$ cat src/rtl/nib_pkg.sv
// nib_pkg
// Shared definitions for the byte-to-nibble serializer slice.
// Holds the data widths, the output phase encoding and a helper that
// picks which nibble of a byte goes out in a given phase.
package nib_pkg;

    localparam int NIB_W  = 4;
    localparam int BYTE_W = 8;

    // The two output phases of one byte.
    typedef enum logic {
        PH_FIRST  = 1'b0,
        PH_SECOND = 1'b1
    } phase_e;

    // Returns the nibble of byte_val that is emitted in phase ph.
    // With hi_first set, the upper nibble goes out in PH_FIRST.
    // Without it, the upper nibble goes out in PH_SECOND.
    function automatic logic [NIB_W-1:0] sel_nib(
        input logic [BYTE_W-1:0] byte_val,
        input logic              hi_first,
        input phase_e            ph
    );
        logic take_hi;
        take_hi = hi_first ^ (ph == PH_SECOND);
        return take_hi ? byte_val[BYTE_W-1 -: NIB_W] : byte_val[NIB_W-1:0];
    endfunction

endpackage

$ cat src/rtl/byte_skid.sv
// byte_skid
// Two-entry byte store. cur is the byte being serialized and nxt is the
// skid byte that was accepted while cur was still busy.
// Ports:
//   clk, reset_n - clock and asynchronous active-low reset
//   in_data      - incoming byte
//   load         - an input handshake happens this cycle
//   complete     - the second nibble of cur is taken this cycle
//   cur, cur_v   - current byte and its valid bit
//   nxt_v        - skid entry occupied
module byte_skid
    import nib_pkg::*;
(
    input  logic              clk,
    input  logic              reset_n,
    input  logic [BYTE_W-1:0] in_data,
    input  logic              load,
    input  logic              complete,
    output logic [BYTE_W-1:0] cur,
    output logic              cur_v,
    output logic              nxt_v
);

    logic [BYTE_W-1:0] cur_q, cur_d;
    logic [BYTE_W-1:0] nxt_q, nxt_d;
    logic              cur_v_q, cur_v_d;
    logic              nxt_v_q, nxt_v_d;

    // When a byte completes, refill cur from the skid entry first, then
    // from a same-cycle input (bypass), otherwise cur empties.
    // The top level only asserts load while nxt is empty. A completion
    // with nxt full therefore never needs to accept a new byte as well.
    always_comb begin
        cur_d   = cur_q;
        nxt_d   = nxt_q;
        cur_v_d = cur_v_q;
        nxt_v_d = nxt_v_q;
        if (complete) begin
            if (nxt_v_q) begin
                cur_d   = nxt_q;
                nxt_v_d = 1'b0;
            end else if (load) begin
                cur_d = in_data;
            end else begin
                cur_v_d = 1'b0;
            end
        end else if (load) begin
            if (!cur_v_q) begin
                cur_d   = in_data;
                cur_v_d = 1'b1;
            end else begin
                nxt_d   = in_data;
                nxt_v_d = 1'b1;
            end
        end
    end

    always_ff @(posedge clk or negedge reset_n) begin
        if (!reset_n) begin
            cur_q   <= '0;
            nxt_q   <= '0;
            cur_v_q <= 1'b0;
            nxt_v_q <= 1'b0;
        end else begin
            cur_q   <= cur_d;
            nxt_q   <= nxt_d;
            cur_v_q <= cur_v_d;
            nxt_v_q <= nxt_v_d;
        end
    end

    assign cur   = cur_q;
    assign cur_v = cur_v_q;
    assign nxt_v = nxt_v_q;

endmodule

$ cat src/rtl/byte_nibble_serializer.sv
// byte_nibble_serializer
// Accepts bytes over valid/ready and emits each byte as two nibbles over
// valid/ready. By default the upper nibble is emitted first.
// The two-byte store sustains one nibble per cycle.
// Ports:
//   HI_FIRST             - 1: [7:4] then [3:0]; 0: [3:0] then [7:4]
//   clk, reset_n         - clock and asynchronous active-low reset
//   in_valid/in_ready    - byte input handshake, in_data carries the byte
//   out_valid/out_ready  - nibble output handshake, out_nib carries it
//   out_last             - out_nib is the second nibble of its byte
//   byte_cnt             - fully emitted bytes, wraps at 256
module byte_nibble_serializer
    import nib_pkg::*;
#(
    parameter bit HI_FIRST = 1'b1
) (
    input  logic              clk,
    input  logic              reset_n,
    input  logic              in_valid,
    output logic              in_ready,
    input  logic [BYTE_W-1:0] in_data,
    output logic              out_valid,
    input  logic              out_ready,
    output logic [NIB_W-1:0]  out_nib,
    output logic              out_last,
    output logic [7:0]        byte_cnt
);

    phase_e            phase_q, phase_d;
    logic [7:0]        cnt_q, cnt_d;
    logic [BYTE_W-1:0] cur;
    logic              cur_v;
    logic              nxt_v;
    logic              in_hs;
    logic              out_hs;
    logic              complete;

    assign in_ready  = !nxt_v;
    assign out_valid = cur_v;
    assign in_hs     = in_valid && in_ready;
    assign out_hs    = cur_v && out_ready;
    assign complete  = out_hs && (phase_q == PH_SECOND);

    byte_skid u_skid (
        .clk      (clk),
        .reset_n  (reset_n),
        .in_data  (in_data),
        .load     (in_hs),
        .complete (complete),
        .cur      (cur),
        .cur_v    (cur_v),
        .nxt_v    (nxt_v)
    );

    // The phase toggles on every output handshake.
    // A completed byte therefore always leaves the phase at PH_FIRST.
    // A freshly loaded byte starts in PH_FIRST without extra logic.
    always_comb begin
        phase_d = phase_q;
        cnt_d   = cnt_q;
        if (out_hs) begin
            phase_d = (phase_q == PH_FIRST) ? PH_SECOND : PH_FIRST;
        end
        if (complete) begin
            cnt_d = cnt_q + 8'd1;
        end
    end

    always_ff @(posedge clk or negedge reset_n) begin
        if (!reset_n) begin
            phase_q <= PH_FIRST;
            cnt_q   <= 8'h00;
        end else begin
            phase_q <= phase_d;
            cnt_q   <= cnt_d;
        end
    end

    assign out_nib  = sel_nib(cur, HI_FIRST, phase_q);
    assign out_last = (phase_q == PH_SECOND);
    assign byte_cnt = cnt_q;

endmodule

$ cat config.mk
export PLATFORM = sky130hd
export DESIGN_NAME = byte_nibble_serializer
export DESIGN_NICKNAME = d
export VERILOG_FILES = /design/src/rtl/nib_pkg.sv /design/src/rtl/byte_skid.sv /design/src/rtl/byte_nibble_serializer.sv
export SDC_FILE = /design/constraint.sdc
export NUM_CORES = 1
export LEC_CHECK = 0
export ABC_AREA = 1
export BUFFER_PORTS_ARGS = -buffer_cell sky130_fd_sc_hd__buf_2
export CAP_MARGIN = 0
export CORE_MARGIN = 4
export CORE_UTILIZATION = 45
export DETAILED_ROUTE_END_ITERATION = 12
export GPL_ROUTABILITY_DRIVEN = 0
export PLACE_DENSITY = 0.66
export SLEW_MARGIN = 20
export SYNTH_ARGS = -nofsm -noshare
export SYNTH_HDL_FRONTEND = slang
export SYNTH_SLANG_ARGS = --single-unit
$ cat constraint.sdc
create_clock -name clk -period 1.7 [get_ports clk]
set_clock_uncertainty 0.05 [all_clocks]
set_input_delay 0.255 -clock clk [delete_from_list [all_inputs] [get_ports clk]]
set_output_delay 0.255 -clock clk [all_outputs]
set_load 0.03 [all_outputs]
==> impl_metrics.toml <==
[die]
core_sq_um = 3050
rows = 20
initial_core_utilization = 0.473
floorplan.die.width_um = 64.6
design.die.area_sq_um = 4180
top_level_ports = 27
floorplan.die.height_um = 64.6

[pwr]
power_per_cell_area_nw_per_um2 = 583
power_leakage_nw = 0.952
power_w = 0.000966
ir_drop_mv = 0.299

[drt]
routed_wire_length_per_instance_um = 11.6
drc = 0
ant_nets = 0
post_drt_via_cell_ratio = 4.81
routed-via-count = 1247
drt-total-wl_um = 3010
drt_first_iter_violations = 47
first_pass_iteration_count_of_the_detailed_router = 4

[grt]
grt_antenna_before_repair = 0
grtUsageTotal = 0.162
first_global_vias = 1249
grt_max_degree = 28
grt_overflow_total = 0
grt_first_pass_wirelength_um = 5370

[min_path]
hp-class = "input pin to flop"

[worst_setup_path]
timing.critical_path.mode_cell = "sky130_fd_sc_hd__nand2_1"
critPathMaxFanout = 8
cp_data_required_time_ns = 1.39
worstSetupEndpointType = "primary output"
crit_path_class = "flop to primary output"
path_cells = "inv_2 > nand2_1 > nand2_1 > buf_2"
worstPathArrival_ns = 1.28
crit_path_max_incr_delay_ns = 0.51
cp-start-kind = "flop"
timing.critical_path.slowest_stage_cell = "sky130_fd_sc_hd__dfrtp_2"

[sta]
slew_violations = 0
fmax_mhz = 629
max_slew_margin = 0.589
slew_at_the_pin_closest_to_its_max_slew_limit_ns = 0.616
finalCriticalPeriod_ns = 1.59
hold-worst-slack_ns = 0.135
period_share = 0.935
report.final.setup_viol = 0
setup-tns-final_ns = 0
finalHoldViolations = 0

[job]
cap_viol_max_count = 0

[cells_and_area]
area_growth_syn_to_layout_pct = 14.8
final_area_sq_um = 1660
num-nets-final = 229
fill_cells = 319
regArea_sq_um = 677
finalCoreUtilization = 0.543
share_of_final_layout_standard_cells_stronger_than_drive_strength_1 = 0.228
multi_input_comb_area_sq_um = 672
antenna_cells = 0

[clock_tree]
worstSkewPairLatency_ns = 0.32
clock_net_sink_count = 27
cts.htree.levels = 1
cts_setup_buffers = 0
cts-root-buf = "sky130_fd_sc_hd__clkbuf_4"
tritoncts = "built"
ctsLongestPathBuffers = 2
clk_pin_slew_ns = 0.15
cts-buffers-inserted = 3

[yosys]
yosys_most_used_dff = "sky130_fd_sc_hd__dfrtp_1"
netlist.top_cell.by_area = "sky130_fd_sc_hd__dfrtp_1"
synth_nets = 200
synth_edf_count = 0
netlist-cell-type-count = 24
async_flop_share = 1.00
yosys-top-cells-area = "sky130_fd_sc_hd__dfrtp_1 47%, sky130_fd_sc_hd__nand2_1 25%, sky130_fd_sc_hd__inv_1 4.9%"
synth-warning-count = 0
synth-seq-cells = 27
mappedNetlistArea_sq_um = 1440
netlist.area_leader.share = 0.468
ys_seq_area_frac = 0.468
mean_syn_cell_area_sq_um = 7.72
post_synth_inst_count = 187

[outcome]
status = "completed"

[place]
port_buffers = 26
hpwl_after_detailed_placement_um = 2230
dpl_cell_area_sq_um = 1610
cell usage in the layout (no fill, tap or decap), drive strengths merged, types with 2 or more instances in the layout:
cell type  Yosys  final
buf            4     28
clkbuf         1      3
dfrtp         27     27
inv           19     19
nand2         96     96
nand3          5      5
nand4          3      3
nor2           5      5
o21ai         19     19
xnor2          2      2
xor2           2      2
worst max-delay path: cells and delay by family (launching register included):
kind	cells	cell delay [ns]
buffers and inverters	2	0.33
DFF	1	0.51
and+or+nand+nor	2	0.13
timing repair:
item / CTS / global route
endpoints found under the setup margin: 0 / 12
gates resized for setup: 0 / 3
hold buffers: 1 / 0
endpoints found under the hold margin: 27 / 0
through the flow:
step                      setup slack (ns)  cells
final                                0.111    259
after global routing              -0.00209    259
after CTS                          0.00307    259
after detailed placement             0.134    254
after global placement               0.217    254
after floorplan                      0.169    187
layout make-up:
cell class,count,area share
Multi-Input combinational cell,136,0.405
Inverter,19,0.0430
Timing Repair Buffer,29,0.0936
Tap cell,44,0.0332
Clock inverter,1,0.00302
Sequential cell,27,0.408
Clock buffer,3,0.0136
Yosys cell counts (2+ instances only):
| library cell | instances |
|---|---|
| sky130_fd_sc_hd__xnor2_1 | 2 |
| sky130_fd_sc_hd__dfrtp_1 | 27 |
| sky130_fd_sc_hd__nand3_1 | 3 |
| sky130_fd_sc_hd__o21ai_2 | 8 |
| sky130_fd_sc_hd__inv_1 | 19 |
| sky130_fd_sc_hd__nand4_1 | 2 |
| sky130_fd_sc_hd__o21ai_0 | 11 |
| sky130_fd_sc_hd__buf_2 | 2 |
| sky130_fd_sc_hd__nand2_1 | 95 |
| sky130_fd_sc_hd__xor2_1 | 2 |
| sky130_fd_sc_hd__nor2_1 | 3 |
report_power, final:
part           internal, W  switching [W]
clock network    0.0000881       0.000189
registers         0.000642              0
logic            0.0000163      0.0000301
state kept, by name, indices dropped and copies added (netlist names):
| name | cells |
|---|---|
| byte_cnt | 8 |
| u_skid.cur | 8 |
| u_skid.nxt_q | 8 |
| out_last | 1 |
| u_skid.cur_v | 1 |
| u_skid.nxt_v | 1 |
per-layer routing:
layer	up-vias	routed length [um]	part of all wire	global-route usage
met5	-	0	0	0
met4	0	21	0.0070	0.0475
met3	2	122	0.041	0.0312
met2	18	1500	0.50	0.287
met1	595	1370	0.45	0.198
li1	632	-	-	-
worst paths after layout:
| check | start | endpoint | slack (ns) | cells after the start |
|---|---|---|---|---|
| setup reg to reg | u_skid.cur_v | u_skid.cur[3] | 0.16 | 5 |
| min in group asynchronous | reset_n | u_skid.nxt_q[0] | 0.41 | 2 |
| hold / removal | in_data[0] | u_skid.nxt_q[0] | 0.13 | 3 |
| setup / recovery | out_last | out_nib[3] | 0.11 | 4 |
| max in group asynchronous | reset_n | out_last | 0.76 | 2 |
| hold reg to reg | u_skid.cur[7] | u_skid.cur[7] | 0.45 | 2 |
kinds of logic (layout without fill, tap and decap cells):
kind of cell,Yosys count,after routing,synth area share
AOI/OAI and AO/OA,20,20,0.0901
and+or+nand+nor,111,111,0.337
buffers and inverters,24,52,0.0719
xor gates and xnor gates,4,4,0.0243
DFF,27,27,0.468
adders and majority gates,1,1,0.00866
(Power assumes the default switching activity.)
